<file path="src/rtl/nco_sweep_pkg.sv">
// Shared definitions for the NCO frequency-sweep controller.
// Optional feature macro used by this codebase slice: NCO_SWEEP_TRIANGLE_EN.
package nco_sweep_pkg;

  localparam int unsigned PHASE_ACC_BITS_DEF = 24;
  localparam int unsigned DWELL_BITS_DEF     = 16;

  // Fixed encodings kept so older netlists and probes still decode the state.
  localparam logic [1:0] ST_IDLE  = 2'd0;
  localparam logic [1:0] ST_DWELL = 2'd1;
  localparam logic [1:0] ST_STEP  = 2'd2;
  localparam logic [1:0] ST_DONE  = 2'd3;

  typedef enum logic [1:0] {
    S_IDLE  = ST_IDLE,
    S_DWELL = ST_DWELL,
    S_STEP  = ST_STEP,
    S_DONE  = ST_DONE
  } sweep_state_t;

endpackage

</file>
<file path="src/rtl/nco_dwell_timer.sv">
// Dwell countdown: loads a hold count, decrements to zero, flags zero.
// Optional feature macro of this slice (unused here): NCO_SWEEP_TRIANGLE_EN.
module nco_dwell_timer
  import nco_sweep_pkg::*;
#(
  parameter int unsigned DWELL_BITS = DWELL_BITS_DEF
) (
  input  logic                  clk,
  input  logic                  rst,
  input  logic                  load,
  input  logic                  dec,
  input  logic [DWELL_BITS-1:0] load_val,
  output logic                  zero
);

  logic [DWELL_BITS-1:0] count;

  // Load has priority; the count saturates at zero.
  always_ff @(posedge clk or negedge rst) begin
    if (!rst) begin
      count <= '0;
    end else if (load) begin
      count <= load_val;
    end else if (dec && (count != '0)) begin
      count <= count - DWELL_BITS'(1);
    end
  end

  assign zero = (count == '0);

endmodule

</file>
<file path="src/rtl/nco_sweep_ctrl.sv">
// NCO frequency-sweep controller: steps phase_inc from f_start towards f_stop
// in f_step increments, holding each value dwell+1 cycles, with clamping at
// f_stop, optional looping, abort and a done pulse.
// Macro NCO_SWEEP_TRIANGLE_EN: loop mode sweeps back and forth instead of
// reloading f_start (sawtooth) at the end of each pass.
module nco_sweep_ctrl
  import nco_sweep_pkg::*;
#(
  parameter int unsigned PHASE_ACC_BITS = PHASE_ACC_BITS_DEF,
  parameter int unsigned DWELL_BITS     = DWELL_BITS_DEF
) (
  input  logic                      clk,
  input  logic                      rst,
  input  logic                      start,
  input  logic                      abort,
  input  logic                      loop_en,
  input  logic [PHASE_ACC_BITS-2:0] f_start,
  input  logic [PHASE_ACC_BITS-2:0] f_stop,
  input  logic [PHASE_ACC_BITS-2:0] f_step,
  input  logic [DWELL_BITS-1:0]     dwell,
  output logic [PHASE_ACC_BITS-2:0] phase_inc,
  output logic                      inc_upd,
  output logic                      busy,
  output logic                      done
);

  localparam int unsigned W = PHASE_ACC_BITS - 1;

  sweep_state_t state, state_n;

  // Configuration captured when a start is accepted.
  logic [W-1:0]          f_start_q, f_stop_q, f_step_q;
  logic [DWELL_BITS-1:0] dwell_q;
  logic                  loop_q;
  logic                  dir_up_q;

  // Endpoint the current pass is heading to.
  logic [W-1:0] target;

  logic [W-1:0]          phase_n;
  logic                  upd_n;
  logic                  latch_en;
  logic                  tmr_load, tmr_dec, tmr_zero;
  logic [DWELL_BITS-1:0] tmr_val;

  logic [PHASE_ACC_BITS-1:0] cur_ext, stp_ext, tgt_ext, sum, diff;
  logic [W-1:0]              step_val;

`ifdef NCO_SWEEP_TRIANGLE_EN
  logic         flip;
  logic [W-1:0] target_q;

  assign target = target_q;
`else
  assign target = f_stop_q;
`endif

  nco_dwell_timer #(
    .DWELL_BITS(DWELL_BITS)
  ) u_dwell (
    .clk      (clk),
    .rst      (rst),
    .load     (tmr_load),
    .dec      (tmr_dec),
    .load_val (tmr_val),
    .zero     (tmr_zero)
  );

  // Next step value, one bit wider than phase_inc so overshoot and
  // underflow are both visible before clamping to the target.
  always_comb begin
    cur_ext = {1'b0, phase_inc};
    stp_ext = {1'b0, f_step_q};
    tgt_ext = {1'b0, target};
    sum     = cur_ext + stp_ext;
    diff    = cur_ext - stp_ext;
    if (dir_up_q) begin
      step_val = (sum > tgt_ext) ? target : sum[W-1:0];
    end else begin
      step_val = (diff[PHASE_ACC_BITS-1] || (diff < tgt_ext)) ? target : diff[W-1:0];
    end
  end

  // Sweep sequencing: next state, next phase_inc and timer control.
  always_comb begin
    state_n  = state;
    phase_n  = phase_inc;
    upd_n    = 1'b0;
    latch_en = 1'b0;
    tmr_load = 1'b0;
    tmr_dec  = 1'b0;
    tmr_val  = dwell_q;
`ifdef NCO_SWEEP_TRIANGLE_EN
    flip     = 1'b0;
`endif
    case (state)
      S_IDLE: begin
        if (start && !abort) begin
          latch_en = 1'b1;
          phase_n  = f_start;
          upd_n    = 1'b1;
          tmr_load = 1'b1;
          tmr_val  = dwell;
          state_n  = S_DWELL;
        end
      end
      S_DWELL: begin
        if (abort) begin
          state_n = S_IDLE;
        end else if (!tmr_zero) begin
          tmr_dec = 1'b1;
        end else if ((phase_inc != target) && (f_step_q != '0)) begin
          state_n = S_STEP;
        end else if (!loop_q) begin
          state_n = S_DONE;
        end else begin
`ifdef NCO_SWEEP_TRIANGLE_EN
          // Reverse through a normal STEP cycle; a degenerate sweep
          // (single frequency) simply reloads its one value.
          if ((f_step_q != '0) && (f_start_q != f_stop_q)) begin
            flip    = 1'b1;
            state_n = S_STEP;
          end else begin
            phase_n  = f_start_q;
            upd_n    = 1'b1;
            tmr_load = 1'b1;
            state_n  = S_DWELL;
          end
`else
          phase_n  = f_start_q;
          upd_n    = 1'b1;
          tmr_load = 1'b1;
          state_n  = S_DWELL;
`endif
        end
      end
      S_STEP: begin
        if (abort) begin
          state_n = S_IDLE;
        end else begin
          phase_n  = step_val;
          upd_n    = 1'b1;
          tmr_load = 1'b1;
          state_n  = S_DWELL;
        end
      end
      S_DONE: begin
        state_n = S_IDLE;
      end
      default: begin
        state_n = S_IDLE;
      end
    endcase
  end

  // Registered state and outputs; busy/done are derived from the next state
  // so that they line up with the state they describe.
  always_ff @(posedge clk or negedge rst) begin
    if (!rst) begin
      state     <= S_IDLE;
      phase_inc <= '0;
      inc_upd   <= 1'b0;
      busy      <= 1'b0;
      done      <= 1'b0;
    end else begin
      state     <= state_n;
      phase_inc <= phase_n;
      inc_upd   <= upd_n;
      busy      <= (state_n != S_IDLE);
      done      <= (state_n == S_DONE);
    end
  end

  // Configuration latch, written only on an accepted start.
  always_ff @(posedge clk or negedge rst) begin
    if (!rst) begin
      f_start_q <= '0;
      f_stop_q  <= '0;
      f_step_q  <= '0;
      dwell_q   <= '0;
      loop_q    <= 1'b0;
      dir_up_q  <= 1'b0;
    end else if (latch_en) begin
      f_start_q <= f_start;
      f_stop_q  <= f_stop;
      f_step_q  <= f_step;
      dwell_q   <= dwell;
      loop_q    <= loop_en;
      dir_up_q  <= (f_stop >= f_start);
    end
`ifdef NCO_SWEEP_TRIANGLE_EN
    else if (flip) begin
      dir_up_q <= ~dir_up_q;
    end
`endif
  end

`ifdef NCO_SWEEP_TRIANGLE_EN
  // Pass endpoint: f_stop on accept, then alternates between the two ends.
  always_ff @(posedge clk or negedge rst) begin
    if (!rst) begin
      target_q <= '0;
    end else if (latch_en) begin
      target_q <= f_stop;
    end else if (flip) begin
      target_q <= (target_q == f_stop_q) ? f_start_q : f_stop_q;
    end
  end
`endif

endmodule

</file>
<file path="config.mk">
export PLATFORM = sky130hd
export DESIGN_NAME = nco_sweep_ctrl
export DESIGN_NICKNAME = d
export VERILOG_FILES = /design/src/rtl/nco_sweep_pkg.sv /design/src/rtl/nco_dwell_timer.sv /design/src/rtl/nco_sweep_ctrl.sv
export SDC_FILE = /design/constraint.sdc
export NUM_CORES = 1
export LEC_CHECK = 0
export BUFFER_PORTS_ARGS = -buffer_cell sky130_fd_sc_hd__buf_2
export CAP_MARGIN = 20
export CORE_UTILIZATION = 60
export DETAILED_ROUTE_END_ITERATION = 8
export HOLD_SLACK_MARGIN = 0.05
export PLACE_DENSITY_LB_ADDON = 0.15
export SYNTH_ARGS = -nofsm -noshare
export SYNTH_HDL_FRONTEND = slang
export SYNTH_SLANG_ARGS = --single-unit
</file>
<file path="constraint.sdc">
create_clock -name clk -period 6.35 [get_ports clk]
set_input_delay 1.27 -clock clk [delete_from_list [all_inputs] [get_ports clk]]
set_output_delay 1.27 -clock clk [all_outputs]
set_load 0.02 [all_outputs]
</file>
Yosys cells after proc, flatten, opt, wreduce, memory -nomap -nowiden --
Cells that the tools add are included.
Storage, ports and cells: word-level logic and storage cells 74, bits in writable memories 0, register bits 131, memories 0, latch bits 0, output and inout bits 26, memory bits (read-only) 0
Operators by class: bitwise operators 0, order comparisons 3, add/subtract/negate cells 3, eq/ne operators 11, reductions and logical operators 13, div/mod/pow operators 0, multiply operators 0, mux-type cells 32, shift operators 0
Operator list (count):
- $mux W23 | 9
- $pmux W23 S3 | 1
- $mux W16 | 4
- $add A23 B23 Y24 | 1
- $gt A24 B23 Y1 | 1
- $lt A24 B23 Y1 | 1
- $sub A23 B23 Y24 | 1
- $ge A23 B23 Y1 | 1
- $ne A23 B23 Y1 | 1
- $reduce_bool A23 Y1 | 1
- $logic_not A16 Y1 | 1
- $reduce_bool A16 Y1 | 1
- $sub A16 B1 Y16 const B | 1
- $ne A2 B2 Y1 const B | 6
- $mux W1 | 11
- $mux W2 | 5
- $pmux W2 S4 | 1
- $reduce_and A7 Y1 | 1
- $eq A2 B2 Y1 const B | 3
- $reduce_bool A2 Y1 | 2
- $logic_and A1 B1 Y1 | 3
- $pmux W1 S3 | 1
- $reduce_bool A3 Y1 | 1
- $eq A2 B1 Y1 const B | 1
- 3 further kinds | 3

Longest topological paths before layout --
depth in word-level cells 7, mapped depth 23, depth with buffers taken out 21

Modules after synthesis --
From an unflattened synthesis, not the netlist that was laid out.
Unflattened totals: cells, all modules 1221, area total of the unflattened synthesis 10921.7 um2
Modules (own cells, without submodules):
- nco_sweep_ctrl | area an instance 9858.2 um2, instances 1, sequential area each 2877.8 um2, cells each 1097
- nco_dwell_timer | area an instance 1063.5 um2, instances 1, sequential area each 400.4 um2, cells each 124

Worst setup path after synthesis --
OpenSTA, ideal clock, no wires.
path type reg2reg, start reg phase_inc[3], end reg phase_inc[2], setup slack 1.221 ns, arrival 5.004 ns, path buffers 3, setup time 0.125 ns, cell stages (with the launch flop) 23, cell sequence dfrtp_1 > ha_1 > buf_2 > nor2b_4 > a2111oi_4 > nor4b_1 > o41a_1 > o21a_1 > o41ai_4 > a2111oi_0 > or3b_1 > ha_1 > nand3_1 > nor3_1 > a21oi_1 > nor3_1 > nand3_1 > or3_1 > buf_4 > buf_6 > o221ai_1 > o21ai_1 > mux2_2
Between the ends: longest elaborated chain between the ends 7, elaborated cells between the ends (all ways) 14
Ends and longest elaborated chain:
- start: declaration | RTL line nco_sweep_ctrl.sv:21 | output logic [PHASE_ACC_BITS-2:0] phase_inc,
- start signal: assignment | RTL line nco_sweep_ctrl.sv:167 | phase_inc <= phase_n;
- $sub A23 B23 Y24 | RTL line nco_sweep_ctrl.sv:76 | diff = cur_ext - stp_ext;
- $lt A24 B23 Y1 | RTL line nco_sweep_ctrl.sv:80 | step_val = (diff[PHASE_ACC_BITS-1] || (diff < tgt_ext)) ? target : diff[W-1:0];
- $logic_or A1 B1 Y1 | RTL line nco_sweep_ctrl.sv:80
- $mux W23 | RTL line nco_sweep_ctrl.sv:80
- $mux W23 | RTL line nco_sweep_ctrl.sv:77 | if (dir_up_q) begin
- $mux W23 | RTL line nco_sweep_ctrl.sv:138 | if (abort) begin
- $pmux W23 S3 | RTL line nco_sweep_ctrl.sv:96 | case (state)
Parallel ways exist; a longest one is shown, timed or not. The select of a mux whose other input is x is not followed. A chain may end at the register's enable or synchronous reset.

Worst setup path after layout --
start reg phase_inc[3], end reg phase_inc[1]
The elaborated chain is that of the path after synthesis.

==> results.md <==
- Result of the run: finished, final reports clean
- Master of the slowest instance on the critical path: or3_1
- Met2 track utilization from global routing: 48.9%
- Finished Cell Area: 11800 um^2
- Worst path max stage delay: 0.61 ns
- M1 GR Usage: 52.5%
- Post-Syn Area per Cell: 9.23 um^2
- Routed Wire Length: 30.1 mm
- Remaining number of nets flagged by the antenna check after routing: 0
- Fraction of layout instances using a drive strength above 1: 20.5%
- Peak-usage layer in the global routing report: met1
- GR Layer Usage met3: 5.63%
- CTS Root Buffer Type: clkbuf_16
- Startpoint of the worst register-to-register path: phase_inc[3]
- Placeable core region: 16800 um^2
- Synthesized netlist cell count: 1131
- Total congestion overflow after global routing: 0
- Die Width: 134 um
- Post-synthesis cell type count: 76
- Detailed-router iteration count before antenna repair: 5
- GRT Overall Usage: 34.3%
- I/O Buffers: 115
- Post-CTS Repair Setup Buffers: 0
- Number of hold buffers added after CTS: 0
- DIE HEIGHT: 134 um
- Count of flip-flops with a built-in enable after synthesis: 0
- Largest area contributor in the netlist: dfrtp_1
- Final #Nets: 1438
- Max Cap Viol: 0
- Number of failing setup endpoints in the final timing report: 0
- Total via count in the routed design: 9117
- Setup TNS: 0 ns
- Worst Tran Pin Value: 0.954 ns
- Post-synthesis register bit count: 131
- H-tree Lvls: 4
- Upper clock frequency limit: 171 MHz
- R2R depth: 19
- Critical path capture point type: flop
- DP HPWL: 23.3 mm
- Crit path buffers/inverters: 0
- Post_cts resized: 0
- Launching element type of the critical path: flop
- Data required time of the critical path: 6.68 ns
- Start-to-end type of the worst setup path: flop to flop
- Yosys top cell area share: 31.4%
- Max Fanout on Critical Path: 18
- Final count of pins violating max slew: 0
- Worst skew pair latency: 0.43 ns
- RePlAce Congestion: 0.996
- Cell class contributing the biggest share of worst-path delay: simple AND/OR/NAND/NOR gates
- Number of buffers created by CTS: 17
- Final Hold Fails: 0
- Placement Cell Area: 11200 um^2
- Series of cell instances along the critical path: ha_1 -> nor2b_4 -> a2111oi_4 -> nor4b_1 -> o41a_1 -> o21a_1 -> o41ai_4 -> a2111oi_0 -> or3b_1 -> ha_1 -> nand3_1 -> nor3_1 -> a21oi_1 -> nor3_1 -> nand3_1 -> or3_1 -> nand2_1 -> o221ai_1 -> a41oi_1
- Count of standard-cell rows: 47
- Worst reg2reg setup slack: 0.51 ns
- Endpoint of the worst-slack reg-to-reg timing path: phase_inc[1]
- Worst slew margin: 36.4%
- Sink Count: 131
- Dominant register cell in the synthesized netlist: dfrtp_1
- Buffer depth of the longest clock path: 2
- Final cycle utilization of the critical path: 91.9%
- Clk slew on worst S/H paths: 0.07 ns
- Layout filler cell count: 1369
- Die area: 17900 um^2
- Starting density of the core: 62.3%
- Layout Area Growth over Synthesis: 13.2%
- Number of warning messages in the yosys log: 0
- Mapped Nets: 1342
- First-pass GRT wire length: 47.1 mm
- WL/cell: 20.7 um
- Post-layout utilization of the core: 70.5%
- Worst hold start: f_start_q[20]
- Via density: 6.25
- Clock skew: 0.0128 ns
- Share of flip-flops with an asynchronous set or reset: 100%
- Synthesized cell area: 10400 um^2
- Initial antenna violation count: 0
- Post-route setup slack: 0.512 ns
- Drc violations: 0
- Leading cell types by total area after synthesis: dfrtp_1, ha_1, mux2_2, xnor2_1, o21ai_0
- Clock tree from TritonCTS: yes
- Worst Hold End: f_start_q[20]
- Hold crit path type: flop to flop
- Hold path cells: 2
- Time the final worst path needs with I/O delays and setup: 5.84 ns
- Pre-CTS worst setup slack: 0.549 ns
- Largest net degree at the start of global routing: 81
- Arrival time at the worst endpoint: 6.17 ns
- Vias in the first global route: 8702
- Sequential share of the synthesized area: 31.4%
- Unrepaired setup endpoints after global routing: no
- ANT cells: 0
- Boundary pin count: 116
- Number of violations reported at the end of detailed-routing iteration 0: 838
-- synth_stat cells, types with 15 or more instances --
| master | instances |
|---|---|
| xnor2_1 | 56 |
| a21oi_1 | 64 |
| nor3_1 | 24 |
| ha_1 | 119 |
| dfrtp_1 | 131 |
| o211ai_1 | 18 |
| mux2_2 | 72 |
| xor2_1 | 20 |
| nand3_1 | 16 |
| nand4_1 | 18 |
| nor2_1 | 46 |
| o31ai_1 | 15 |
| clkbuf_1 | 39 |
| o21ai_0 | 74 |
| inv_1 | 98 |
| a21o_1 | 22 |
| nand2_1 | 76 |
| o221ai_1 | 16 |
| nor4_1 | 17 |
-- stage by stage --
stage,std cells,hold WS [ns]
finish,1459,0.483
floorplan,1131,0.450
global placement,1427,0.461
global route,1459,0.499
detailed placement,1428,0.470
CTS,1459,0.484
-- worst register-to-register path, delay by kind of cell, from the launching register on --
| kind | cells | cell delay, ns |
|---|---|---|
| adder cells (fa/ha/maj) | 2 | 0.77 |
| AND/OR/NAND/NOR | 9 | 2.34 |
| AO/OA/AOI/OAI | 8 | 2.16 |
| flip-flops | 1 | 0.47 |
-- placed cells by master, fill, tap and decap left out, types with 24 or more instances in the layout --
| cell type | instances |
|---|---|
| a21oi_1 | 64 |
| buf_2 | 114 |
| dfrtp_1 | 131 |
| ha_1 | 119 |
| inv_1 | 98 |
| mux2_2 | 72 |
| nand2_1 | 76 |
| nor2_1 | 46 |
| nor3_1 | 24 |
| o21ai_0 | 74 |
| xnor2_1 | 56 |
-- flip-flops by register name, summed over array words and instances (netlist names) --
| name | flops |
|---|---|
| loop_q | 1 |
| busy | 1 |
| f_stop_q | 23 |
| u_dwell.count | 16 |
| done | 1 |
| state | 2 |
| phase_inc | 23 |
| dir_up_q | 1 |
| f_start_q | 23 |
| f_step_q | 23 |
| inc_upd | 1 |
| dwell_q | 16 |
-- metal layers --
layer | vias to the layer above | share of wire (%)
li1 | 4311 | -
met1 | 4352 | 47
met2 | 408 | 42
met3 | 46 | 8.7
met4 | 0 | 2.3
met5 | - | 0
-- layout make-up --
cell class              instances  area [um^2]  area share [%]
well taps                     220          275            2.33
clock buffers                  17          425            3.60
repair buffers                132          713            6.04
clock inverters                14          191            1.62
flip-flops and latches        131         3280            27.7
inverters                     100          375            3.18
multi-input cells             845         6560            55.5
-- cell families after synthesis --
kind of cell | Yosys count | share of synthesized area [%]
muxes | 82 | 8.83
adders and majority gates | 121 | 14.6
AOI/OAI and AO/OA | 310 | 20.3
and+or+nand+nor | 256 | 12.5
DFF | 131 | 31.4
xor gates and xnor gates | 76 | 6.38
buffers and inverters | 155 | 5.91
-- how the worst max path moves through the flow --
stage                             from      endpoint  slack, ns  cells after the start
after detailed placement  phase_inc[3]  phase_inc[1]       0.55                     19
after floorplan           phase_inc[3]  phase_inc[2]       1.22                     22
after CTS                 phase_inc[2]  phase_inc[1]       0.53                     19
after global placement    phase_inc[3]  phase_inc[1]       0.66                     19
final                     phase_inc[3]  phase_inc[1]       0.51                     19
after global routing       f_step_q[2]  phase_inc[1]       0.15                     20
Power is left out: the tool's default activity adds up to more than one toggle a clock period on the data nets, which glitch-free logic cannot reach.
